### src/rtl/intr_pending_arbiter_if.sv
// Bus bundle for intr_pending_arbiter: APB-style register access plus
// the present/ack/done interrupt handshake with the CPU.
interface intr_pending_arbiter_if #(
  parameter int NUM_INTR = 16,
  parameter int WIDTH    = $clog2(NUM_INTR),
  parameter int ADDR_W   = WIDTH + 2
);
  logic                penable_i;
  logic                pwrite_i;
  logic [ADDR_W-1:0]   paddr_i;
  logic [NUM_INTR-1:0] pwdata_i;
  logic [NUM_INTR-1:0] prdata_o;
  logic                pready_o;
  logic                intr_valid_o;
  logic [WIDTH-1:0]    intr_id_o;
  logic                intr_ack_i;
  logic                intr_done_i;

  modport master (
    output penable_i, pwrite_i, paddr_i, pwdata_i, intr_ack_i, intr_done_i,
    input  prdata_o, pready_o, intr_valid_o, intr_id_o
  );

  modport slave (
    input  penable_i, pwrite_i, paddr_i, pwdata_i, intr_ack_i, intr_done_i,
    output prdata_o, pready_o, intr_valid_o, intr_id_o
  );
endinterface

### src/rtl/intr_pending_arbiter.sv
// Interrupt front-end: rising-edge capture into pending bits, per-source mask,
// priority arbitration with round-robin tie-break and a present/ack/done handshake.
module intr_pending_arbiter #(
  parameter int NUM_INTR = 16,
  parameter int WIDTH    = $clog2(NUM_INTR),
  parameter int ADDR_W   = WIDTH + 2
) (
  input  logic                pclk_i,
  input  logic                prst_n_i,
  input  logic [NUM_INTR-1:0] irq_i,
  intr_pending_arbiter_if.slave bus
);

  typedef enum logic [1:0] {
    ST_IDLE    = 2'd0,
    ST_ARB     = 2'd1,
    ST_PRESENT = 2'd2,
    ST_SERVICE = 2'd3
  } state_e;

  localparam logic [ADDR_W-1:0] ADDR_MASK = ADDR_W'(NUM_INTR);
  localparam logic [ADDR_W-1:0] ADDR_PEND = ADDR_W'(NUM_INTR + 1);
  localparam logic [ADDR_W-1:0] ADDR_STAT = ADDR_W'(NUM_INTR + 2);

  state_e              state_r, state_nxt_s;
  logic [NUM_INTR-1:0] irq_q_r, pend_r, mask_r;
  logic                edge_en_r;
  logic [WIDTH-1:0]    prio_r [NUM_INTR];
  logic [WIDTH-1:0]    last_served_r, last_served_nxt_s;
  logic [WIDTH-1:0]    intr_id_r, intr_id_nxt_s;
  logic                intr_valid_r, intr_valid_nxt_s;
  logic [NUM_INTR-1:0] prdata_r, rdata_s;
  logic                pready_r;

  logic                wr_s, rd_s;
  logic [NUM_INTR-1:0] rise_s, eligible_s, pend_nxt_s, w1c_s, id_onehot_s, hold_s, ack_clr_s;
  logic                win_found_s, take_s;
  logic [WIDTH-1:0]    win_id_s, win_prio_s, idx_s;
  logic [WIDTH:0]      sum_s;

  assign wr_s        = bus.penable_i & bus.pwrite_i;
  assign rd_s        = bus.penable_i & ~bus.pwrite_i;
  // edge_en_r keeps a line that is already high at reset release from counting as a rise
  assign rise_s      = irq_i & ~irq_q_r & {NUM_INTR{edge_en_r}};
  assign eligible_s  = pend_r & ~mask_r;
  assign id_onehot_s = {{(NUM_INTR-1){1'b0}}, 1'b1} << intr_id_r;
  assign hold_s      = (state_r == ST_PRESENT) ? id_onehot_s : {NUM_INTR{1'b0}};
  assign ack_clr_s   = (state_r == ST_PRESENT && bus.intr_ack_i) ? id_onehot_s : {NUM_INTR{1'b0}};
  assign w1c_s       = (wr_s && bus.paddr_i == ADDR_PEND) ? (bus.pwdata_i & ~hold_s) : {NUM_INTR{1'b0}};
  assign pend_nxt_s  = (pend_r & ~w1c_s & ~ack_clr_s) | rise_s;

  assign bus.prdata_o     = prdata_r;
  assign bus.pready_o     = pready_r;
  assign bus.intr_valid_o = intr_valid_r;
  assign bus.intr_id_o    = intr_id_r;

  // Register read mux
  always_comb begin
    rdata_s = {NUM_INTR{1'b0}};
    if (bus.paddr_i < ADDR_MASK) begin
      rdata_s = NUM_INTR'(prio_r[bus.paddr_i[WIDTH-1:0]]);
    end else if (bus.paddr_i == ADDR_MASK) begin
      rdata_s = mask_r;
    end else if (bus.paddr_i == ADDR_PEND) begin
      rdata_s = pend_r;
    end else if (bus.paddr_i == ADDR_STAT) begin
      rdata_s = NUM_INTR'({last_served_r, 2'(state_r)});
    end else begin
      rdata_s = {NUM_INTR{1'b0}};
    end
  end

  // Winner search: scan upward from last_served+1; strict '>' keeps the first of equal priorities
  always_comb begin
    win_found_s = 1'b0;
    win_id_s    = {WIDTH{1'b0}};
    win_prio_s  = {WIDTH{1'b0}};
    sum_s       = {(WIDTH+1){1'b0}};
    idx_s       = {WIDTH{1'b0}};
    take_s      = 1'b0;
    for (int k = 0; k < NUM_INTR; k++) begin
      sum_s       = {1'b0, last_served_r} + (WIDTH+1)'(k) + {{WIDTH{1'b0}}, 1'b1};
      idx_s       = (sum_s >= (WIDTH+1)'(NUM_INTR)) ? WIDTH'(sum_s - (WIDTH+1)'(NUM_INTR))
                                                    : sum_s[WIDTH-1:0];
      take_s      = eligible_s[idx_s] && (!win_found_s || prio_r[idx_s] > win_prio_s);
      win_id_s    = take_s ? idx_s : win_id_s;
      win_prio_s  = take_s ? prio_r[idx_s] : win_prio_s;
      win_found_s = win_found_s | take_s;
    end
  end

  // Handshake FSM next-state and output decode
  always_comb begin
    state_nxt_s       = state_r;
    intr_valid_nxt_s  = intr_valid_r;
    intr_id_nxt_s     = intr_id_r;
    last_served_nxt_s = last_served_r;
    case (state_r)
      ST_IDLE: begin
        state_nxt_s = (eligible_s != {NUM_INTR{1'b0}}) ? ST_ARB : ST_IDLE;
      end
      ST_ARB: begin
        if (win_found_s) begin
          intr_id_nxt_s    = win_id_s;
          intr_valid_nxt_s = 1'b1;
          state_nxt_s      = ST_PRESENT;
        end else begin
          state_nxt_s      = ST_IDLE;
        end
      end
      ST_PRESENT: begin
        if (bus.intr_ack_i) begin
          intr_valid_nxt_s = 1'b0;
          state_nxt_s      = ST_SERVICE;
        end else begin
          state_nxt_s      = ST_PRESENT;
        end
      end
      ST_SERVICE: begin
        // pend_r[id] was cleared at ack, so it only counts here if re-set by a new rise
        if (bus.intr_done_i) begin
          last_served_nxt_s = intr_id_r;
          intr_id_nxt_s     = {WIDTH{1'b0}};
          state_nxt_s       = (eligible_s != {NUM_INTR{1'b0}}) ? ST_ARB : ST_IDLE;
        end else begin
          state_nxt_s       = ST_SERVICE;
        end
      end
      default: begin
        state_nxt_s      = ST_IDLE;
        intr_valid_nxt_s = 1'b0;
      end
    endcase
  end

  // FSM and handshake output registers
  always_ff @(posedge pclk_i or negedge prst_n_i) begin
    if (!prst_n_i) begin
      state_r       <= ST_IDLE;
      intr_valid_r  <= 1'b0;
      intr_id_r     <= {WIDTH{1'b0}};
      last_served_r <= WIDTH'(NUM_INTR - 1);
    end else begin
      state_r       <= state_nxt_s;
      intr_valid_r  <= intr_valid_nxt_s;
      intr_id_r     <= intr_id_nxt_s;
      last_served_r <= last_served_nxt_s;
    end
  end

  // Edge capture and pending bits
  always_ff @(posedge pclk_i or negedge prst_n_i) begin
    if (!prst_n_i) begin
      irq_q_r   <= {NUM_INTR{1'b0}};
      edge_en_r <= 1'b0;
      pend_r    <= {NUM_INTR{1'b0}};
    end else begin
      irq_q_r   <= irq_i;
      edge_en_r <= 1'b1;
      pend_r    <= pend_nxt_s;
    end
  end

  // Configuration registers and APB response
  always_ff @(posedge pclk_i or negedge prst_n_i) begin
    if (!prst_n_i) begin
      for (int i = 0; i < NUM_INTR; i++) prio_r[i] <= {WIDTH{1'b0}};
      mask_r   <= {NUM_INTR{1'b1}};
      prdata_r <= {NUM_INTR{1'b0}};
      pready_r <= 1'b0;
    end else begin
      pready_r <= bus.penable_i;
      if (rd_s) prdata_r <= rdata_s;
      if (wr_s && bus.paddr_i < ADDR_MASK) prio_r[bus.paddr_i[WIDTH-1:0]] <= bus.pwdata_i[WIDTH-1:0];
      if (wr_s && bus.paddr_i == ADDR_MASK) mask_r <= bus.pwdata_i;
    end
  end

endmodule
### src/flat_wrapper.sv
// flat-port wrapper written by rule: the top's interface ports become plain ports
module intr_pending_arbiter_flat 
#(
  parameter int NUM_INTR = 16,
  parameter int WIDTH    = $clog2(NUM_INTR),
  parameter int ADDR_W   = WIDTH + 2
)
  (pclk_i, prst_n_i, irq_i, bus_penable_i, bus_pwrite_i, bus_paddr_i, bus_pwdata_i, bus_intr_ack_i, bus_intr_done_i, bus_prdata_o, bus_pready_o, bus_intr_valid_o, bus_intr_id_o);
  intr_pending_arbiter_if #(.NUM_INTR(NUM_INTR), .WIDTH(WIDTH), .ADDR_W(ADDR_W)) bus_i ();
  input  logic pclk_i;
  input  logic prst_n_i;
  input  logic [NUM_INTR-1:0] irq_i;
  input wire logic [$bits(bus_i.penable_i)-1:0] bus_penable_i;
  input wire logic [$bits(bus_i.pwrite_i)-1:0] bus_pwrite_i;
  input wire logic [$bits(bus_i.paddr_i)-1:0] bus_paddr_i;
  input wire logic [$bits(bus_i.pwdata_i)-1:0] bus_pwdata_i;
  input wire logic [$bits(bus_i.intr_ack_i)-1:0] bus_intr_ack_i;
  input wire logic [$bits(bus_i.intr_done_i)-1:0] bus_intr_done_i;
  output wire logic [$bits(bus_i.prdata_o)-1:0] bus_prdata_o;
  output wire logic [$bits(bus_i.pready_o)-1:0] bus_pready_o;
  output wire logic [$bits(bus_i.intr_valid_o)-1:0] bus_intr_valid_o;
  output wire logic [$bits(bus_i.intr_id_o)-1:0] bus_intr_id_o;
  assign bus_i.penable_i = bus_penable_i;
  assign bus_i.pwrite_i = bus_pwrite_i;
  assign bus_i.paddr_i = bus_paddr_i;
  assign bus_i.pwdata_i = bus_pwdata_i;
  assign bus_i.intr_ack_i = bus_intr_ack_i;
  assign bus_i.intr_done_i = bus_intr_done_i;
  assign bus_prdata_o = bus_i.prdata_o;
  assign bus_pready_o = bus_i.pready_o;
  assign bus_intr_valid_o = bus_i.intr_valid_o;
  assign bus_intr_id_o = bus_i.intr_id_o;
  intr_pending_arbiter #(.NUM_INTR(NUM_INTR), .WIDTH(WIDTH), .ADDR_W(ADDR_W)) u_core (.pclk_i(pclk_i), .prst_n_i(prst_n_i), .irq_i(irq_i), .bus(bus_i));
endmodule
### config.mk
export PLATFORM = sky130hd
export DESIGN_NAME = intr_pending_arbiter_flat
export DESIGN_NICKNAME = d
export VERILOG_FILES = /design/src/rtl/intr_pending_arbiter_if.sv /design/src/rtl/intr_pending_arbiter.sv /design/src/flat_wrapper.sv
export SDC_FILE = /design/constraint.sdc
export NUM_CORES = 1
export LEC_CHECK = 0
export ABC_CLOCK_PERIOD_IN_PS = 34400
export CORE_ASPECT_RATIO = 1.2
export CORE_MARGIN = 2
export CORE_UTILIZATION = 40
export CTS_BUF_LIST = sky130_fd_sc_hd__clkbuf_16
export DETAILED_ROUTE_END_ITERATION = 16
export GPL_TIMING_DRIVEN = 0
export MAX_ROUTING_LAYER = met4
export PLACE_DENSITY = 0.53
export SLEW_MARGIN = 0
export SYNTH_ARGS = -nofsm -noshare
export SYNTH_HDL_FRONTEND = slang
export SYNTH_SLANG_ARGS = --single-unit
### constraint.sdc
create_clock -name pclk_i -period 34.4 [get_ports pclk_i]
set_clock_uncertainty 0.15 [all_clocks]
set_input_delay 6.88 -clock pclk_i [delete_from_list [all_inputs] [get_ports pclk_i]]
set_output_delay 6.88 -clock pclk_i [all_outputs]
set_load 0.02 [all_outputs]
==> results of run 1 <==
area by class of cell:
cell class | instances | share of cell area
well taps | 468 | 0.0355
flip-flops and latches | 141 | 0.216
clock inverters | 15 | 0.0100
inverters | 48 | 0.0111
multi-input cells | 1156 | 0.637
clock buffers | 17 | 0.0258
plain buffers | 89 | 0.0256
repair buffers | 63 | 0.0394
diodes | 1 | 0.000152
placed cells by master (no fill, tap or decap), types with 14 or more instances in the layout:
master,Yosys,final
inv_1,43,44
nand3_1,34,34
mux4_2,122,122
nand3b_1,18,18
a22oi_1,17,17
mux2_2,123,123
o221ai_1,20,20
buf_2,17,17
nor2_1,55,54
nor3_1,14,14
nor2b_1,44,44
clkbuf_1,55,48
ha_1,68,68
dfrtp_1,121,121
a21oi_1,52,52
o21a_1,22,22
nand4_1,14,14
nand2_1,130,130
nand2b_1,35,35
mux2i_1,109,109
dfstp_2,20,20
o21ai_0,92,90
clkdlybuf4s50_1,0,61
clkbuf_16,0,17
state kept, by name (all words and copies together) (netlist names):
register	cells
u_core.bus.intr_id_o	4
u_core.bus.intr_valid_o	1
u_core.bus.prdata_o	16
u_core.bus.pready_o	1
u_core.edge_en_r	1
u_core.irq_q_r	16
u_core.last_served_r	4
u_core.mask_r	16
u_core.pend_r	16
u_core.prio_r	64
u_core.state_r	2
timing repair:
item | in CTS | in global routing
endpoints found under the setup margin | 1 | 4
resized for setup | 1 | 23
pin swaps | 0 | 0
per-layer routing:
| metal | track usage | vias up | routed length (um) |
|---|---|---|---|
| li1 | - | 5722 | - |
| met1 | 0.373 | 6449 | 22100 |
| met2 | 0.465 | 576 | 25300 |
| met3 | 0.0369 | 119 | 3310 |
| met4 | 0.173 | 0 | 3580 |
| met5 | - | - | 0 |
metrics by stage:
stage	std cells	hold WS [ps]	area [um2]	util	setup WS, ps
detailed placement	1965	296	15800	0.441	40.2
global route	1998	322	16500	0.459	18.0
global placement	1964	264	15800	0.440	78.8
finish	1998	303	16500	0.459	2230
floorplan	1434	260	14600	-	6920
CTS	1997	308	16400	0.457	222
cells by family (layout without fill, tap and decap cells):
group | count (synthesis) | count (layout) | share of synthesized area
other cells | 1 | 2 | 0.000257
simple gates | 398 | 398 | 0.139
fa+ha+maj | 68 | 68 | 0.0582
xor+xnor | 14 | 14 | 0.0111
flops | 141 | 141 | 0.243
buf+inv | 137 | 232 | 0.0407
compound gates | 319 | 319 | 0.148
mux | 356 | 356 | 0.360
synthesized netlist by cell type (all sizes together) (5+ instances only):
master  instances
nand2         131
mux2          123
mux4          122
dfrtp         121
mux2i         111
o21ai         100
ha             68
nor2           56
clkbuf         55
a21oi          52
inv            46
nor2b          44
nand2b         35
buf            34
nand3          34
o21a           22
o221ai         22
dfstp          20
nand3b         18
a22oi          17
a211oi         15
nand4          14
nor3           14
or2            11
a31oi          10
and2           10
o22ai          10
xnor2          10
a41o            8
a21o            7
a221oi          7
and3            7
nor4            7
nor3b           6
o211ai          6
a41oi           5
o31ai           5
worst paths after layout:
path / start / endpoint / cells after the start
worst max register to register: u_core.last_served_r[1] / u_core.bus.intr_id_o[2] / 154
max in group asynchronous: prst_n_i / u_core.last_served_r[2] / 2
worst min-delay path: u_core.irq_q_r[14] / u_core.pend_r[14] / 1
worst min register to register: u_core.irq_q_r[14] / u_core.pend_r[14] / 1
min in group asynchronous: prst_n_i / u_core.prio_r[24] / 1
worst max-delay path: u_core.last_served_r[1] / u_core.bus.intr_id_o[2] / 154
==> results summary, run 1 <==
The run finished with clean final reports. The final worst-path cycle share came out at 0.935. Buffers inserted to repair hold after CTS numbered 0. The routability congestion estimate from global placement came out at 1.01. The number of detailed-routing iterations run before antenna repair is 5.

The number of synthesized flops with an enable pin came out at 0. The post-detailed-route via-to-cell ratio came out at 6.44. The routed length per placed instance came out at approximately 27 um. The die footprint is 0.0381 mm2.

The cell sitting at the root of the clock tree is a clkbuf_16. The overall fraction of global-route tracks in use came out at 0.298. After synthesis the netlist holds a flip-flop and latch count of 141. The detailed router finished its first iteration with 1018 violations.

The largest net degree at the start of global routing came out at 98. The final net count came out at 1628. The count of final max-slew check failures came out at 0. STA classifies the critical path endpoint as a flip-flop. The latest clock arrival within the worst-skew pair came out at 430 ps. Among all flip-flop cells after synthesis, the most frequent one is dfrtp_1.

STA puts the critical path data required time at ~35000 ps. The synthesized netlist net count came out at 1546. The share of the Yosys chip area taken by registers is 0.243.

Row generation in the floorplan step produced 76 rows. The largest individual stage delay along the critical path comes from the cell dfstp_2. The reg-to-reg setup timing slack came out at 2230 ps.

The clock-pin slew on the worst setup and hold paths is 60 ps. The count of buffer and inverter cells on the critical path is 19. The first-pass GRT wire length is slightly above 80 mm. The total via count after detailed routing is between 10000 and 15000. The overflow left after global routing came out at 0.

The total number of yosys warnings came out at 0. The maximum frequency from static timing analysis came out at 31.1 MHz. The final number of setup-violating endpoints is 0.

From left edge to right edge, the die measures 178 um. The delay of the slowest cell on the worst path is 630 ps. The final antenna-violating net count came out at 0. dfrtp_1 takes more of the synthesized area than any other cell. The DRC violations left came out at 0. The number of hold-slack violations in the final timing report came out at 0.

The instance count of the mapped netlist came out at 1434. The worst max-slew margin expressed relative to the limit is 0.250. The post-synthesis instance area is 0.0146 mm2. The sequential cells in the finished layout cover a total of 0.00355 mm2. The number of I/O pins is between 60 and 70.

The largest fanout on the critical path is 13. In the synthesized netlist the async set-or-reset flop fraction comes to 1.00. The vertical die dimension came out at between 200 and 250 um. In this design, the largest share of critical-path delay is due to compound AO/OA/AOI/OAI gates. The area of the multi-input gates is 0.0105 mm2. The clock tree from TritonCTS is done. Max-cap violations in this run came to 0. The number of sinks on the clock net came out at roughly 140. For the final routed database, the setup TNS stands at 0 ps. CTS built an H-tree with a depth of 4. Ranked by total cell area, the synthesized netlist is headed by dfrtp_1 21%, mux4_2 19%, mux2_2 9.5%. The initial antenna violation count was 1. Compared with the post-synthesis result, the final layout area differs by 12.8%. The worst setup path is of the reg2reg kind.

The initial utilization of the core area, before any placement, comes to 0.407. In the final layout, the share of cells above drive strength 1 is 0.243. The worst setup path is launched from a flip-flop. Setup repair after global routing left no endpoint under its margin. Port buffering added 62 buffers. The core box area is 0.0359 mm2. Counting I/O delays and the setup requirement, the final critical path takes 32170 ps.

The filler cells instantiated in the layout total ~3500. The number of setup buffers added after CTS is 0. The per-instance average area after synthesis came out at 10.2 um2. The number of library cell types mapped by synthesis came out at 88. The share of the synthesized area in the top cell type came out at 0.207.

The post-detailed-routing wire length came out at 54.3 mm. The path class of the tightest hold or removal check is reg2reg. The half-perimeter wire length after detailed placement is approximately 44 mm. The clock passes through at most 2 buffers. The critical path data arrival time is 32310 ps.

The measured slew at the worst slew-check pin came out at 1120 ps. The number of global-route vias before repair is roughly 13000. The TritonCTS buffer count came out at 17.
Power of run 1 is not shown: default switching activity piles up to over one toggle a cycle in this logic, so the estimate is an artifact.
==> run 2: changes to the inputs <==
--- a/config.mk
+++ b/config.mk
@@ -8,12 +8,11 @@
 export ABC_CLOCK_PERIOD_IN_PS = 34400
 export CORE_ASPECT_RATIO = 1.2
 export CORE_MARGIN = 2
-export CORE_UTILIZATION = 40
+export CORE_UTILIZATION = 35
 export CTS_BUF_LIST = sky130_fd_sc_hd__clkbuf_16
 export DETAILED_ROUTE_END_ITERATION = 16
-export GPL_TIMING_DRIVEN = 0
 export MAX_ROUTING_LAYER = met4
-export PLACE_DENSITY = 0.53
+export PLACE_DENSITY = 0.47
 export SLEW_MARGIN = 0
 export SYNTH_ARGS = -nofsm -noshare
 export SYNTH_HDL_FRONTEND = slang
==> constraint.sdc (replaced) <==
create_clock -name pclk_i -period 34.4 [get_ports pclk_i]
set_clock_uncertainty 0.15 [all_clocks]
set_input_delay 6.88 -clock pclk_i [delete_from_list [all_inputs] [get_ports pclk_i]]
set_output_delay 6.88 -clock pclk_i [all_outputs]
set_load 0.1 [all_outputs]
==> run 2 against run 1 <==
Compared with the run above:
- cell area is 1.4% lower
- flip-flop and latch count did not move
- die area grew 14%
- hold slack lost 25 ps
- first-iteration DRC count rose by 7.8%
- sequential share of layout area rose by 0.32 points
- core utilization down 6.6 points
- worst setup slack better by 370 ps
- critical endpoint unchanged
==> results summary, run 2 (synthesis results as in run 1) <==
The number of global-route vias before repair came out at approximately 12000. Of the cells placed in the final design, the portion with a size suffix greater than 1 is 0.239. After detailed routing, the number of remaining DRC violations is 0.

The die width is 191 um. The worst setup path is captured at a flip-flop. The largest fanout on the critical path is 52. The number of placement rows came out at 82. The critical path data arrival time is 31950 ps. The maximum buffer depth of the clock tree came out at 2. Dividing the detail-routed wire length by the instance count gives 26.6 um.

The first detailed-routing pass ran for 6 iterations. The clock period could shrink to ~32000 ps. The initial antenna violation count is 0. The register with the most flip-flops in the layout has 64 of them.

In this design, the critical path's most frequently occurring cell is ha_1. The half-perimeter wire length after detailed placement came out at approximately 42 mm. Headroom to the max-slew limit came out at 0.221. The number of H-tree levels is 4. The critical path start-end classification is reg2reg. The clock reaches the later pin of the worst-skew pair after 440 ps. The die footprint came out at 0.0434 mm2.

The detail route stage leaves a number of antenna-violating nets equal to 0. Across the run, the number of max-cap violations was 0. The largest net degree at the start of global routing came out at 83. The TritonCTS buffer count is 17. Leaving out fill and tap cells, the most frequent cell in the layout is nand2_1.

Setup repair after global routing left no endpoint under its margin. The clock-pin slew on the worst setup and hold paths came out at 60 ps. The final number of setup-violating endpoints came out at 0. The number of sinks on the clock net is 141. STA classifies the critical path startpoint as a flip-flop. The measured slew at the worst slew-check pin is 1170 ps. The count of port buffers added during placement is between 60 and 70. The initial DRC count came out at 1097. The flow ran to the end, and the final reports show no timing, DRC or antenna violations. The vertical die dimension is ~230 um. TritonCTS built the clock tree.

The cell sitting at the root of the clock tree is a clkbuf_16. The cell type of the slowest stage on the worst timing path is mux2i_1. After floorplanning, the core was sized to cover 0.0414 mm2.

The first-pass GRT wire length came out at between 80 and 90 mm. The routability congestion estimate from global placement came out at between 0.9 and 1. The overall fraction of global-route tracks in use is 0.257. The post-detailed-routing wire length is around 53 mm.

The overflow left after global routing is 0. The routed layout has 12500 vias. The final net count came out at 1561. The delay of the slowest cell on the worst path came out at 750 ps. The count of final max-slew check failures is 0. Ranked by flip-flop count, first place goes to u_core.prio_r. The number of hold-slack violations in the final timing report came out at 0.

The area overhead of the layout relative to synthesis is 11.3%. The number of antenna diodes in the final layout is 0. The final sum of negative setup slack is 0 ps. The number of I/O pins is 66. The maximum frequency from static timing analysis is 31.4 MHz. In the layout the commonest cells are 130 x nand2_1, 123 x mux2_2, 122 x mux4_2.

The final worst-path cycle share came out at 0.925. The min-delay analysis places its worst path in the category reg2reg. The critical path data required time came out at approximately 35000 ps. The starting density of the core is 0.353. After detailed routing, the number of vias per cell comes to roughly 6.2.
run 2: cell types whose count changed in the layout (fill, tap and decap cells not counted), sizes merged:
cell,previous run,this run
bufinv,2,1
clkinv,6,9
clkbuf,73,17
buf,35,22
diode,1,0
inv,52,48
clkdlybuf4s50,61,63
run 2: what timing repair did:
action	in CTS	in global routing
setup endpoints to repair	0	4
buffers inserted	0	0
gates resized for setup	0	4
hold buffers	0	0
run 2: critical path: cells and delay by family, from the launching register on:
kind / cells / cell delay, ps
AOI/OAI and AO/OA: 70 / 13770
xor gates and xnor gates: 1 / 160
adders and majority gates: 16 / 4690
buffers and inverters: 5 / 1390
DFF: 1 / 510
muxes: 5 / 2290
and+or+nand+nor: 50 / 8690
run 2: layout make-up:
cell class	count	area, um2
fillers	4175	25200
repair buffers	85	801
clock inverters	13	101
flip-flops and latches	141	3560
clock buffers	17	425
well taps	546	683
multi-input cells	1156	10500
inverters	48	183
run 2: per-layer routing:
layer  part of all wire  track usage  wire length (um)  up-vias
li1                   -            -                 -     5583
met1               0.43        0.335             22800     6350
met2               0.48        0.406             25500      450
met3              0.051       0.0309              2740       90
met4              0.043        0.103              2300        0
met5                  0            -                 0        -
run 2: worst paths after layout:
path | startpoint | endpoint | slack [ps] | depth (start not counted)
max in group asynchronous | prst_n_i | u_core.prio_r[32] | 26450 | 2
min in group asynchronous | prst_n_i | u_core.bus.intr_id_o[0] | 6310 | 1
worst min-delay path | u_core.irq_q_r[14] | u_core.pend_r[14] | 280 | 1
worst max-delay path | u_core.last_served_r[1] | u_core.bus.intr_id_o[2] | 2600 | 147
worst max register to register | u_core.last_served_r[1] | u_core.bus.intr_id_o[2] | 2600 | 147
worst min register to register | u_core.irq_q_r[14] | u_core.pend_r[14] | 280 | 1
run 2: metrics by stage:
stage | util | area, um2 | worst slack (ps) | hold slack, ps | std cells
floorplan | - | 14600 | 6920 | 260 | 1434
global placement | 0.379 | 15700 | 2800 | 263 | 1976
detailed placement | 0.379 | 15700 | 2330 | 273 | 1976
CTS | 0.392 | 16200 | 2170 | 281 | 2006
global route | 0.392 | 16300 | 19.6 | 300 | 2006
finish | 0.392 | 16300 | 2600 | 278 | 2006
Power of run 2 is left out for the same reason.
